[src/rtl/vga_plot_arbiter.sv]
// Round-robin owner of the single VGA plot port, shared by NREQ drawing engines via start/done.
// Latency: req->eng_start 1 cycle, done->ack 1 cycle; pixel path is combinational (zero latency).
// Backpressure: one grant at a time; others wait in req; a watchdog revokes grants held TIMEOUT cycles.
module vga_plot_arbiter #(
    parameter int NREQ    = 3,
    parameter int TIMEOUT = 32768
) (
    input  logic                clk,
    input  logic                rst,
    input  logic [NREQ-1:0]     req,
    output logic [NREQ-1:0]     ack,
    output logic [NREQ-1:0]     timeout,
    output logic                busy,
    output logic [2:0]          grant_id,
    output logic [NREQ-1:0]     eng_start,
    input  logic [NREQ-1:0]     eng_done,
    input  logic [8*NREQ-1:0]   eng_x,
    input  logic [7*NREQ-1:0]   eng_y,
    input  logic [3*NREQ-1:0]   eng_colour,
    input  logic [NREQ-1:0]     eng_plot,
    output logic [7:0]          vga_x,
    output logic [6:0]          vga_y,
    output logic [2:0]          vga_colour,
    output logic                vga_plot
);

    localparam int CW = $clog2(TIMEOUT);
    localparam logic [CW-1:0] CNT_TOP = CW'(TIMEOUT - 1);

    typedef enum logic [1:0] {IDLE, GRANT, RELEASE} state_t;

    state_t          state, state_nxt;
    logic [2:0]      ptr, ptr_nxt, gid_nxt;
    logic [CW-1:0]   cnt, cnt_nxt;
    logic [NREQ-1:0] ack_nxt, to_nxt;
    logic [NREQ-1:0] gid_onehot;
    logic            sel_done, sel_plot;
    logic [7:0]      sel_x;
    logic [6:0]      sel_y;
    logic [2:0]      sel_colour;
    logic [3:0]      pick;

    // First set request bit scanning ptr, ptr+1, ... wrapping; returns {found, index}.
    function automatic logic [3:0] rr_pick(input logic [NREQ-1:0] r, input logic [2:0] p);
        logic [3:0] res;
        int         idx;
        res = '0;
        // Scan from the farthest offset down so the nearest offset to ptr is written last.
        for (int k = NREQ - 1; k >= 0; k--) begin
            idx = int'(p) + k;
            if (idx >= NREQ) idx = idx - NREQ;
            if (r[idx]) res = {1'b1, idx[2:0]};
        end
        return res;
    endfunction

    // Select the granted engine's signals without a variable-width index into the buses.
    always_comb begin
        gid_onehot = '0;
        sel_done   = 1'b0;
        sel_plot   = 1'b0;
        sel_x      = '0;
        sel_y      = '0;
        sel_colour = '0;
        for (int i = 0; i < NREQ; i++) begin
            if (grant_id == 3'(i)) begin
                gid_onehot[i] = 1'b1;
                sel_done      = eng_done[i];
                sel_plot      = eng_plot[i];
                sel_x         = eng_x[8*i +: 8];
                sel_y         = eng_y[7*i +: 7];
                sel_colour    = eng_colour[3*i +: 3];
            end
        end
    end

    // Next-state logic: arbitration in IDLE, done/watchdog in GRANT, pointer advance in RELEASE.
    always_comb begin
        state_nxt = state;
        ptr_nxt   = ptr;
        cnt_nxt   = cnt;
        gid_nxt   = grant_id;
        ack_nxt   = '0;
        to_nxt    = '0;
        pick      = rr_pick(req, ptr);
        case (state)
            IDLE: begin
                if (pick[3]) begin
                    gid_nxt   = pick[2:0];
                    cnt_nxt   = '0;
                    state_nxt = GRANT;
                end
            end
            GRANT: begin
                // Done takes priority over a watchdog expiry landing in the same cycle.
                if (sel_done) begin
                    ack_nxt   = gid_onehot;
                    cnt_nxt   = '0;
                    state_nxt = RELEASE;
                end else if (cnt == CNT_TOP) begin
                    ack_nxt   = gid_onehot;
                    to_nxt    = gid_onehot;
                    cnt_nxt   = '0;
                    state_nxt = RELEASE;
                end else begin
                    cnt_nxt = cnt + 1'b1;
                end
            end
            RELEASE: begin
                ptr_nxt   = (grant_id == 3'(NREQ - 1)) ? 3'd0 : grant_id + 3'd1;
                cnt_nxt   = '0;
                state_nxt = IDLE;
            end
            default: state_nxt = IDLE;
        endcase
    end

    // State register; ack/timeout are registered so they are clean one-cycle pulses in RELEASE.
    always_ff @(posedge clk) begin
        if (rst) begin
            state    <= IDLE;
            ptr      <= '0;
            cnt      <= '0;
            grant_id <= '0;
            ack      <= '0;
            timeout  <= '0;
        end else begin
            state    <= state_nxt;
            ptr      <= ptr_nxt;
            cnt      <= cnt_nxt;
            grant_id <= gid_nxt;
            ack      <= ack_nxt;
            timeout  <= to_nxt;
        end
    end

    // Start and pixel path are live only in GRANT; RELEASE drops start so the engine clears done.
    always_comb begin
        busy       = (state != IDLE);
        eng_start  = (state == GRANT) ? gid_onehot : '0;
        vga_plot   = (state == GRANT) && sel_plot;
        vga_x      = (state == GRANT) ? sel_x      : '0;
        vga_y      = (state == GRANT) ? sel_y      : '0;
        vga_colour = (state == GRANT) ? sel_colour : '0;
    end

endmodule

[config.mk]
export PLATFORM = sky130hd
export DESIGN_NAME = vga_plot_arbiter
export DESIGN_NICKNAME = d
export VERILOG_FILES = /design/src/rtl/vga_plot_arbiter.sv
export SDC_FILE = /design/constraint.sdc
export NUM_CORES = 1
export LEC_CHECK = 0
export ABC_AREA = 1
export CORE_ASPECT_RATIO = 1.75
export CORE_UTILIZATION = 30
export CTS_BUF_LIST = sky130_fd_sc_hd__clkbuf_4
export CTS_CLUSTER_SIZE = 28
export DETAILED_ROUTE_END_ITERATION = 7
export PLACE_DENSITY_LB_ADDON = 0.2
export SLEW_MARGIN = 20
export SYNTH_ARGS = -nofsm -noshare
export SYNTH_HDL_FRONTEND = slang
export SYNTH_SLANG_ARGS = --single-unit
export TNS_END_PERCENT = 30
[constraint.sdc]
create_clock -name clk -period 3.18 [get_ports clk]
set_input_delay 0.477 -clock clk [delete_from_list [all_inputs] [get_ports clk]]
set_output_delay 0.477 -clock clk [all_outputs]
set_load 0.02 [all_outputs]
**After elaboration in Yosys (flattened, before gate mapping)**

Index checks and enable logic that the tools add are counted.

- Register bits after elaboration: 29
- Output and inout port bits: 32
- Input port bits: 65
- Word-level logic and storage cells: 85

- Reductions and logical operators: 10
- Bitwise gates (word level): 1
- Magnitude comparators: 6
- Muxes and demuxes: 48
- Eq/ne operators: 7
- $add $sub $neg: 7

Operators by type and width:

| operator | number |
|---|---|
| < comparator 32 x 4 -> 1 bit (second input constant) | 3 |
| 2-to-1 mux 32 bit | 3 |
| 2-to-1 mux 15 bit | 3 |
| case mux 15 bit (3 select lines) | 1 |
| 2-to-1 mux 8 bit | 4 |
| 2-to-1 mux 7 bit | 4 |
| 2-to-1 mux 3 bit | 8 |
| adder 15 x 1 -> 15 bit (second input constant) | 1 |
| equality test 15 bit (second input constant) | 1 |
| 2-to-1 mux 1 bit | 15 |
| 2-to-1 mux 4 bit | 3 |
| subtractor 4 x 2 -> 5 bit (second input constant) | 2 |
| >= comparator 4 x 2 -> 1 bit (second input constant) | 2 |
| binary-select mux 1 bit (select 2 bit) | 3 |
| 2-to-1 mux 2 bit | 3 |
| AND reduction 2 bit | 3 |
| adder 3 x 1 -> 4 bit (second input constant) | 1 |
| adder 3 x 2 -> 4 bit (second input constant) | 1 |
| case mux 2 bit (2 select lines) | 1 |
| subtractor 3 x 2 -> 4 bit (second input constant) | 1 |
| adder 3 x 1 -> 3 bit (second input constant) | 1 |
| equality test 3 x 1 -> 1 bit (second input constant) | 1 |
| equality test 3 x 2 -> 1 bit (second input constant) | 1 |
| >= comparator 3 x 2 -> 1 bit (second input constant) | 1 |
| other kinds (12) | 12 |

**Depth between registers and ports, before layout**

- Depth in word-level cells: 11
- Gate-level depth with buffers: 15
- Mapped depth without buffers: 15

**Worst setup path before layout**

No wires, ideal clock.

- Kind: reg-to-output
- Start: reg grant_id[1]
- End: out vga_colour[0]
- Required time: 2.703 ns
- Buffers on the path: 1
- Arrival time: 1.573 ns
- Cell stages (with the launch flop): 6
- Slack: 1.130 ns
- Cells stage by stage: dfxtp_1 > nand3_1 > clkinv_1 > clkbuf_1 > nand2_1 > a31oi_1

- Word-level cells in the longest chain between the ends: 5
- Elaborated cells on any way between the ends: 7
- Those cells by class: eq/ne: 2; mux: 4; reduce/logical: 1

RTL lines:

| what | line | RTL |
|---|---|---|
| start, declared | 14 | `output logic [2:0] grant_id,` |
| start signal, assigned | 131 | `grant_id <= gid_nxt;` |
| logical NOT 3 bit | 66 | `if (grant_id == 3'(i)) begin` |
| 2-to-1 mux 3 bit (2 in series) | 66 |  |
| 2-to-1 mux 3 bit (*) | 66 |  |
| 2-to-1 mux 3 bit (*) | 144 | `vga_colour = (state == GRANT) ? sel_colour : '0;` |
| end, declared | 23 | `output logic [2:0] vga_colour,` |

Mark *: on every way between the ends. The rest lies on a longest branch, timed or not.

**Worst setup path after layout**

- Start: reg state[1]
- End: out vga_y[6]

- Word-level cells in the longest chain between the ends: 2

RTL lines:

| what | line | RTL |
|---|---|---|
| start, declared | 32 | `state_t state, state_nxt;` |
| start signal, assigned | 128 | `state <= state_nxt;` |
| equality test 2 x 1 -> 1 bit | 143 | `vga_y = (state == GRANT) ? sel_y : '0;` |
| 2-to-1 mux 7 bit | 143 |  |
| end, declared | 22 | `output logic [6:0] vga_y,` |

No other way between the ends.

==> impl_metrics.csv <==
group,metric,value,unit
synthesis,syn_nets,492,
worst_setup_path,crit_chain,"inv_1 > ha_1 > inv_1 > a31oi_1 > clkdlybuf4s50_1",
worst_setup_path,r2r-start,"ptr[0]",
routing,wl_per_cell,11.93,um
routing,drt-initial-drc-count,126,
die,ioPinCount,97,
placement,gp_congestion,0.8354,
cts,cts-root-buf,"clkbuf_4",
final_layout,final_cell_mix,"nand2_1, clkdlybuf4s50_1, nand3_1, nor2_1, inv_1",
placement,hpwlAfterDp,5703,um
worst_setup_path,reg2reg_depth,13,
worst_setup_path,crit_top_cell,"inv_1",
power,total_power,2675,uW
final_layout,final_common_cell,"nand2_1",
die,coreArea,7909,sq um
min_path,min_path_cells,2,
global_routing,busiest_layer,"met2",
global_routing,grt_pass1_wl,11970,um
synthesis,async_flop_share,0,
global_routing,grt_use_met3,0.05066,
worst_setup_path,endpoint_kind,"output pin",
global_routing,use_met2,0.3329,
placement,io_buffers,96,
cts,cts_tree,"built",
routing,firstDrtPassIters,4,
cts,cts_setup_buffers,0,
cts,numCtsBuffers,5,
routing,detail_route.vias_per_cell,4.898,
routing,drc_errors,0,
timing,period_share,0.9168,
timing,maxSlewViolCount,0,
final_layout,area_growth,43.92,%
synthesis,yosys_warnings,0,
timing,worst_pin_slew,0.9813,ns
cts,cts.hold.buffers_added,0,
cts,clk_latency,0.33,ns
synthesis,syn_area,2439,sq um
synthesis,synth_seq_cells,29,
power,powerDensity,762.2,nW/um^2
synthesis,synth-main-ff-cell,"dfxtp_1",
global_routing,grt_use_met1,0.1698,
worst_setup_path,cpPeakStageDelay,0.71,ns
synthesis,avgSynthCellArea,5.848,sq um
worst_setup_path,r2r_slack,0.92,ns
final_layout,drive_gt1_frac,0.07495,
min_path,min_from,"state[0]",
cts,clk_pin_slew,0.09,ns
die,dieArea,8508,sq um
worst_setup_path,crit_required,2.70,ns
die,num_rows,43,
worst_setup_path,cp.arrival,2.44,ns
timing,hold_violations,0,
power,p_leak,0.001459,uW
routing,wirelength,7122,um
cts,clock_path_buffers,2,
min_path,hold-path-endpoint,"state[0]",
global_routing,grt_max_degree,31,
power,peakVddDrop,0.3438,mV
timing,fin_skew,0.003496,ns
run,cap_viol_max_count,0,
worst_setup_path,start_kind,"flip-flop",
synthesis,yosysUniqueCellTypes,26,
timing,final-setup-viol-count,0,
global_routing,grt_usage,0.1730,
worst_setup_path,cp_slowest_cell,"inv_1",
cts,clkSinkCount,29,
synthesis,netlist_instances,417,
timing,grt_setup_unrepaired,"false",
run_status,outcome,"finished clean",
synthesis,yosysSeqAreaShare,0.2381,
global_routing,antenna_found_initial,0,
routing,num_vias,2924,
final_layout,insertedDiodeCount,0,
routing,postRouteAntennaNets,0,
worst_setup_path,path_max_fanout,30,
min_path,hp-class,"flip-flop to flip-flop",
final_layout,fill_cells,846,
global_routing,first_global_vias,2808,
global_routing,grt_remaining_overflow,0,
final_layout,fin_util,0.4438,
timing,fin_crit,2.916,ns
final_layout,layout.nets,582,
cts,htreeDepth,2,
die,chipHeight,121.3,um
die,start_util,0.3083,
synthesis,synth-edff-count,0,
timing,finalSetupTns,0,ns
die,die_w,70.16,um
worst_setup_path,worst-setup-path-type,"flip-flop to output pin",
worst_setup_path,worstReg2RegEnd,"cnt[10]",
timing,fmax,0.3430,GHz
timing,slew_headroom,0.3451,
-- Yosys cell counts, types with 2 or more instances --
master	count	area, sq um
xor2_1	6	52.55
nand2_1	156	585.6
nor2_4	2	22.52
o21ai_0	8	40.04
clkbuf_1	8	30.03
or2_2	4	25.02
nor2_1	40	150.1
buf_2	2	10.01
a31oi_1	21	131.4
nand3_2	2	20.02
ha_1	10	125.1
a21oi_2	10	87.58
nor3_1	9	45.04
inv_1	33	123.9
a21oi_1	12	60.06
buf_1	4	15.01
dfxtp_1	29	580.6
nand3_1	41	205.2
inv_2	4	15.01
nand4_1	6	37.54
buf_6	2	22.52
nand2_2	4	25.02
-- per-layer routing --
| metal | routed length, um | share of wire |
|---|---|---|
| met2 | 3770 | 0.53 |
| met4 | 123 | 0.017 |
| met3 | 495 | 0.070 |
| met5 | 0 | 0 |
| met1 | 2732 | 0.38 |
-- power by group --
part	total [uW]	leakage, uW	internal, uW	switching (uW)
Combinational	1940	0.00119	746	1200
Sequential	516	0.000237	438	78.1
Clock	217	0.0000292	88.6	128
Total	2670	0.00146	1270	1400
-- worst max path at each step --
stage,startpoint,to,cells past startpoint
finish,state[1],vga_y[6],5
CTS,grant_id[0],vga_y[6],6
detailed placement,grant_id[0],vga_y[6],6
floorplan,grant_id[1],vga_colour[0],5
global placement,grant_id[2],vga_y[6],6
global route,state[1],vga_y[6],5
-- through the flow --
step | instance area [sq um] | setup slack [ns] | cells | hold WS [ns]
after floorplan | 2439 | 1.130 | 417 | 0.4564
after global placement | 3457 | 0.5531 | 590 | 0.4722
after detailed placement | 3457 | 0.5585 | 590 | 0.4848
after CTS | 3506 | 0.1709 | 597 | 0.4984
after global routing | 3510 | 0.09643 | 597 | 0.5289
final | 3510 | 0.2644 | 597 | 0.4919
-- repair_timing --
| action | CTS | global route |
|---|---|---|
| hold endpoints to repair | 0 | 0 |
| resized for setup | 0 | 1 |
| endpoints found under the setup margin | 0 | 7 |
-- registers in the layout (all words and copies together) (netlist names) --
name and cells:
ack 3, state 2, timeout 3, ptr 3
cnt 15, grant_id 3
-- worst max-delay path: cells and delay by family (launching register included) --
kind,cells,cell delay [ns]
AO/OA/AOI/OAI,1,0.15
flip-flops,1,0.34
buffers and inverters,3,1.40
adder cells (fa/ha/maj),1,0.21
-- cells by family after synthesis --
family / share of synthesized area
flops: 0.2381
xor+xnor: 0.02155
fa+ha+maj: 0.05131
buf+inv: 0.09030
simple gates: 0.4649
compound gates: 0.1339
-- cell type report --
cell class | count | area, sq um | share of cell area
multi-input combinational | 334 | 1638 | 0.4667
clock inverter | 1 | 3.754 | 0.001070
sequential | 29 | 580.6 | 0.1654
inverter | 38 | 146.4 | 0.04171
clock buffer | 6 | 45.04 | 0.01283
timing repair buffer | 99 | 983.4 | 0.2802
tap | 90 | 112.6 | 0.03209
(Power assumes the default switching activity.)
==> variant 1, RTL diff (config.mk and constraints unchanged) <==
Set the parameter `NREQ` to 5 (it was 3).
--- a/src/rtl/vga_plot_arbiter.sv
+++ b/src/rtl/vga_plot_arbiter.sv
@@ -3,5 +3,5 @@
 // Backpressure: one grant at a time; others wait in req; a watchdog revokes grants held TIMEOUT cycles.
 module vga_plot_arbiter #(
-    parameter int NREQ    = 3,
+    parameter int NREQ    = 5,
     parameter int TIMEOUT = 32768
 ) (
Ports: changed (9 resized); port bits go from 97 to 145. The function was not compared with the original's and may differ.
==> variant 1 against the original RTL <==
The flow now finishes with violations (DRC); total power increased by 34%; critical endpoint is now vga_y[5]; largest cell class unchanged; design area grew 50%; highest routed layer unchanged; wire length rose by 92%; clock skew is essentially flat; setup slack worse by 0.13 ns; sequential cell count rose by 4; synthesized area rose by 46%; combinational power is 42% higher.
==> variant 1: results (changes against the original RTL) <==
Yosys
  • Synth cell count leaders: nand2_1, nand3_1, inv_1 (was nand2_1, nand3_1, nor2_1)
  • Ys Warns: 0 (unchanged)
  • Seq/Total Area, Yosys: 18.6% (was 23.8%)
  • Post-synth cell types: 37 (was 26)
  • Syn Nets: 704 (was 492)
  • Largest cells by area after synthesis: dfxtp_1, nand2_1, nand3_1 (was nand2_1, dfxtp_1, nand3_1)

Detailed routing
  • Routed length per placed instance: 16.1 um (was 11.9 um)
  • WL met2: 7450 um (was 3770 um)
  • Met3 WL: 651 um (was 495 um)
  • DR iter-0 viols: 171 (was 126)
  • Drt first pass iters: 7 (was 4)
  • Vias per cell: 5.22 (was 4.90)
  • WL met1: 5070 um (was 2730 um)
  • Drt drc: 10 (was 0)
  • Highest routing layer actually used: met4 (unchanged)

Global routing
  • Number of global-route vias before repair: 4373 (was 2808)
  • Antenna violations before repair: 1 (was 0)
  • First-pass GRT wire length: 21700 um (was 12000 um)
  • Largest net degree at the start of global routing: 44 (was 31)
  • GRT Util Overall: 22.0% (was 17.3%)

CTS
  • Post-CTS Setup Bufs: 0 (unchanged)
  • Clk slew on worst S/H paths: 0.12 ns (was 0.09 ns)
  • Clock Latency Late Sink: 0.35 ns (was 0.33 ns)
  • PostCTS Resize Cnt: 2 (was 0)
  • Clk buf depth: 2 (unchanged)

Worst setup path
  • Slowest cell on crit path: clkdlybuf4s50_1 (was inv_1)
  • FF-to-FF setup slack: 0.29 ns (was 0.92 ns)
  • RR Startpoint: ptr[1] (was ptr[0])
  • FF-to-FF End: cnt[12] (was cnt[10])
  • Worst Path Max Fanout: 12 (was 30)
  • Data arrival time of the worst path: 2.57 ns (was 2.44 ns)
  • Worst Reg-to-Reg Cells: 16 (was 13)
  • Max incr delay on CP: 0.65 ns (was 0.71 ns)

Hold path
  • Worst Hold End: cnt[3] (was state[0])
  • Min-delay worst type: register to register (unchanged)
  • HP Start: cnt[3] (was state[0])

Placed design
  • Final Wtd Congestion: 0.980 (was 0.835)
  • HPWL after detailed placement: 10800 um (was 5700 um)
  • PortBufs: 144 (was 96)

Pwr
  • Lkg Pwr: 2.26 nW (was 1.46 nW)
  • Switching power share of the total: 53.6% (was 52.4%)
  • VDD IR max: 463 uV (was 344 uV)

Finish
  • Fraction of layout cells with a size suffix above 1: 10.5% (was 7.50%)
  • Number of fill cells: 1232 (was 846)
  • Final nets: 840 (was 582)

Status
  • Status: finished, violations left (was finished, final reports clean)
  • Failing checks: DRC

Timing
  • Worst Skew: 0.00396 ns (was 0.00350 ns)
  • Max-slew headroom: 58.1% (was 34.5%)
-- variant 1: cell types whose count changed after synthesis, moves of 20 or more --
cell      unedited run  this run
o211ai_1             0        20
nand3_1             41        86
inv_1               33        59
o21ai_0              8        29
nand2_1            156       131
-- variant 1: cell type report --
cell class	instances	share of cell area, %
tap	135	3.21
sequential	33	12.5
inverter	62	4.42
antenna	1	0.0475
timing repair buffer	158	30.3
clock buffer	5	0.712
multi-input combinational	453	47.9
clock inverter	3	0.879
-- variant 1: power groups by stage --
stage          registers (mW)  clock network, mW  logic, mW
4_1_cts                 0.497              0.341       2.76
6_report                0.497              0.335       2.75
5_1_grt                 0.503              0.355       3.04
3_5_place_dp            0.507                  0       2.75
3_3_place_gp            0.507                  0       2.73
2_1_floorplan           0.524                  0       1.79
-- variant 1: per-layer routing --
layer  up-vias  track usage, %
met4         0            8.73
met5         -               0
li1       2242               -
met2       133            42.5
met3        34            2.60
met1      2025            23.9
-- variant 1: per-stage QoR --
step           cells  hold slack (ns)  util [%]  setup WS (ns)  cell area [um^2]
2_1_floorplan    577            0.464         -          0.676              3560
3_3_place_gp     841            0.477      44.5          0.362              5160
3_5_place_dp     841            0.486      44.5          0.347              5160
4_1_cts          849            0.510      45.3         0.0757              5240
5_1_grt          850            0.530      45.5        0.00707              5270
6_report         850            0.513      45.5          0.132              5270
-- variant 1: worst register-to-register path, cell delays in order (launching register included) --
cell and delay (ns):
dfxtp_1 0.49, inv_1 0.17, buf_4 0.19, ha_1 0.32, nand2_1 0.13, nand3_4 0.10
o21ai_1 0.32, inv_2 0.07, nand3_1 0.08, nand2_1 0.07, nand2_2 0.09, nand2_2 0.08
nor2_2 0.13, nand2_2 0.10, nand2_4 0.22, nand3_1 0.10, o21ai_0 0.16
-- variant 1: cell families after synthesis --
group	share of synthesized area [%]
flops	18.6
buf+inv	10.6
compound gates	18.5
simple gates	43.6
xor+xnor	1.72
fa+ha+maj	7.03
-- variant 1: worst max path at each step --
stage          cells past startpoint  slack [ns]            end         from
2_1_floorplan                      9        0.68  vga_colour[0]  grant_id[1]
3_3_place_gp                       9        0.36       vga_y[1]  grant_id[1]
3_5_place_dp                      16        0.35        cnt[12]       ptr[1]
4_1_cts                           10        0.08       vga_y[4]  grant_id[1]
5_1_grt                            9       0.007       vga_y[3]  grant_id[1]
6_report                           9        0.13       vga_y[5]  grant_id[1]
==> variant 2, RTL diff (same settings) <==
Made on the original files. Reset style: asynchronous (`rst`), changed in one clocked block.
--- a/src/rtl/vga_plot_arbiter.sv
+++ b/src/rtl/vga_plot_arbiter.sv
@@ -117,5 +117,5 @@
 
     // State register; ack/timeout are registered so they are clean one-cycle pulses in RELEASE.
-    always_ff @(posedge clk) begin
+    always_ff @(posedge clk or posedge rst) begin
         if (rst) begin
             state    <= IDLE;
Check against the original RTL: differs if rst is asserted again (counterexample within 4 cycles, from zero or initial values and one cycle with rst high); with rst held inactive, the same outputs for 10 cycles.
==> variant 2 against the original RTL <==
Register-to-register slack got worse by 0.13 ns; total power increased by 12%; synthesized area grew 9.4%; cell count grew 4.4%; sequential cell count unchanged; sequential share of layout area increased by 2.6 points; wire length increased by 24%; sequential power shrank 1%; hold slack better by 0.022 ns; maximum frequency increased by 0.91%; design area grew 7.8%; combinational power increased by 16%; setup slack improved by 0.026 ns; global-route usage grew 1.7 points; highest routed layer unchanged.
==> variant 2: results (changes against the original RTL) <==
Detailed routing
  • DR iter-0 viols: 107 (was 126)
  • WL met2: 4980 um (was 3770 um)
  • Routed length per placed instance: 14.2 um (was 11.9 um)
  • Vias per cell: 5.00 (was 4.90)
  • Met3 WL: 349 um (was 495 um)

CTS
  • Root buffer cell: clkbuf_4 (unchanged)
  • Clk slew on worst S/H paths: around 0.08 ns

Worst setup path
  • FF-to-FF End: cnt[9] (was cnt[10])
  • FF-to-FF setup slack: 0.79 ns (was 0.92 ns)
  • Worst Reg-to-Reg Cells: 11 (was 13)
  • Max incr delay on CP: 0.63 ns (was 0.71 ns)
  • RR Startpoint: ptr[0] (unchanged)
  • Slowest cell on crit path: clkdlybuf4s50_1 (was inv_1)
  • Data arrival time of the worst path: 2.41 ns (was 2.44 ns)

Yosys
  • Post-synth cell types: 33 (was 26)
  • Ys Warns: 0 (unchanged)
  • Async set-reset flop share out of synthesis: 100% (was 0%)
  • Synth Area in Adders: 4.69% (was 5.13%)
  • Seq/Total Area, Yosys: 27.2% (was 23.8%)
  • Main synth FF type: dfrtp_1 (was dfxtp_1)
  • Synthesized area per cell: 6.43 um^2 (was 5.85 um^2)
  • XOR/XNOR Fraction of Synth Area: 2.63% (was 2.15%)
  • Synth cell count leaders: nand2_1, nand3_1, nor2_1 (unchanged)

Timing
  • Worst Skew: 0.00636 ns (was 0.00350 ns)

Pwr
  • Lkg Pwr: 1.65 nW (was 1.46 nW)
  • VDD IR max: 269 uV (was 344 uV)
  • Switching power share of the total: 55.3% (was 52.4%)

Global routing
  • Number of global-route vias before repair: 2958 (was 2808)
  • Antenna violations before repair: 0 (unchanged)
  • First-pass GRT wire length: 13800 um (was 12000 um)
  • Largest net degree at the start of global routing: 42 (was 31)

Finish
  • Final nets: 580 (was 582)
  • Fraction of layout cells with a size suffix above 1: 9.88% (was 7.50%)

Hold path
  • Worst Hold End: state[1] (was state[0])
  • HP Start: state[1] (was state[0])

Status
  • Status: finished, final reports clean (unchanged)

Placed design
  • HPWL after detailed placement: 6870 um (was 5700 um)
==> variant 2: cell count changes after synthesis, sizes merged, moves of 10 or more <==
| cell | unedited run | this run |
|---|---|---|
| a21oi | 22 | 2 |
| dfrtp | 0 | 29 |
| dfxtp | 29 | 0 |
| nand2 | 161 | 128 |
| nand3 | 43 | 75 |
| nor2 | 43 | 33 |
| o21ai | 8 | 30 |
==> variant 2: metrics by stage <==
step / hold WS, ns / total power, mW / area, um^2 / setup slack, ns
finish: 0.514 / 3.00 / 3780 / 0.291
global route: 0.548 / 3.28 / 3780 / 0.140
CTS: 0.519 / 3.03 / 3780 / 0.263
detailed placement: 0.496 / 2.78 / 3720 / 0.619
global placement: 0.487 / 2.74 / 3720 / 0.705
floorplan: 0.467 / 2.15 / 2670 / 1.24
==> variant 2: layout make-up <==
cell class / count / area [um^2]
sequential: 29 / 726
inverter: 36 / 140
timing repair buffer: 103 / 1010
fill: 979 / 4890
multi-input combinational: 330 / 1700
clock buffer: 8 / 60.1
tap: 117 / 146
==> variant 2: worst max path at each step <==
| stage | end | start | cells after the start | slack [ns] |
|---|---|---|---|---|
| after floorplan | vga_colour[2] | grant_id[1] | 6 | 1.24 |
| after global placement | vga_y[2] | state[1] | 6 | 0.70 |
| after detailed placement | vga_y[6] | state[1] | 6 | 0.62 |
| after CTS | vga_y[0] | state[1] | 6 | 0.26 |
| after global routing | vga_y[6] | state[1] | 6 | 0.14 |
| final | vga_colour[0] | state[1] | 6 | 0.29 |
==> variant 2: cell families after synthesis <==
| kind of cell | Yosys count |
|---|---|
| flip-flops | 29 |
| AO/OA/AOI/OAI | 53 |
| adder cells (fa/ha/maj) | 10 |
| AND/OR/NAND/NOR | 259 |
| XOR/XNOR | 8 |
| buffers and inverters | 56 |
==> variant 2: metal layers <==
metal,global-route usage [%],vias up
li1,-,1561
met1,18.4,1433
met2,37.7,95
met3,2.46,27
met4,8.71,0
met5,0,-
==> variant 2: tightest hold or removal path: cells and delay by family, from the launching register on <==
kind             cells  cell delay (ns)
flip-flops           1             0.38
AND/OR/NAND/NOR      2             0.11
==> variant 2: power groups by stage <==
stage                     sequential (mW)  clock, mW  combinational [mW]
after floorplan                     0.511          0                1.64
after global placement              0.512          0                2.23
after detailed placement            0.516          0                2.27
after CTS                           0.509      0.250                2.27
after global routing                0.520      0.260                2.50
final                               0.509      0.237                2.25
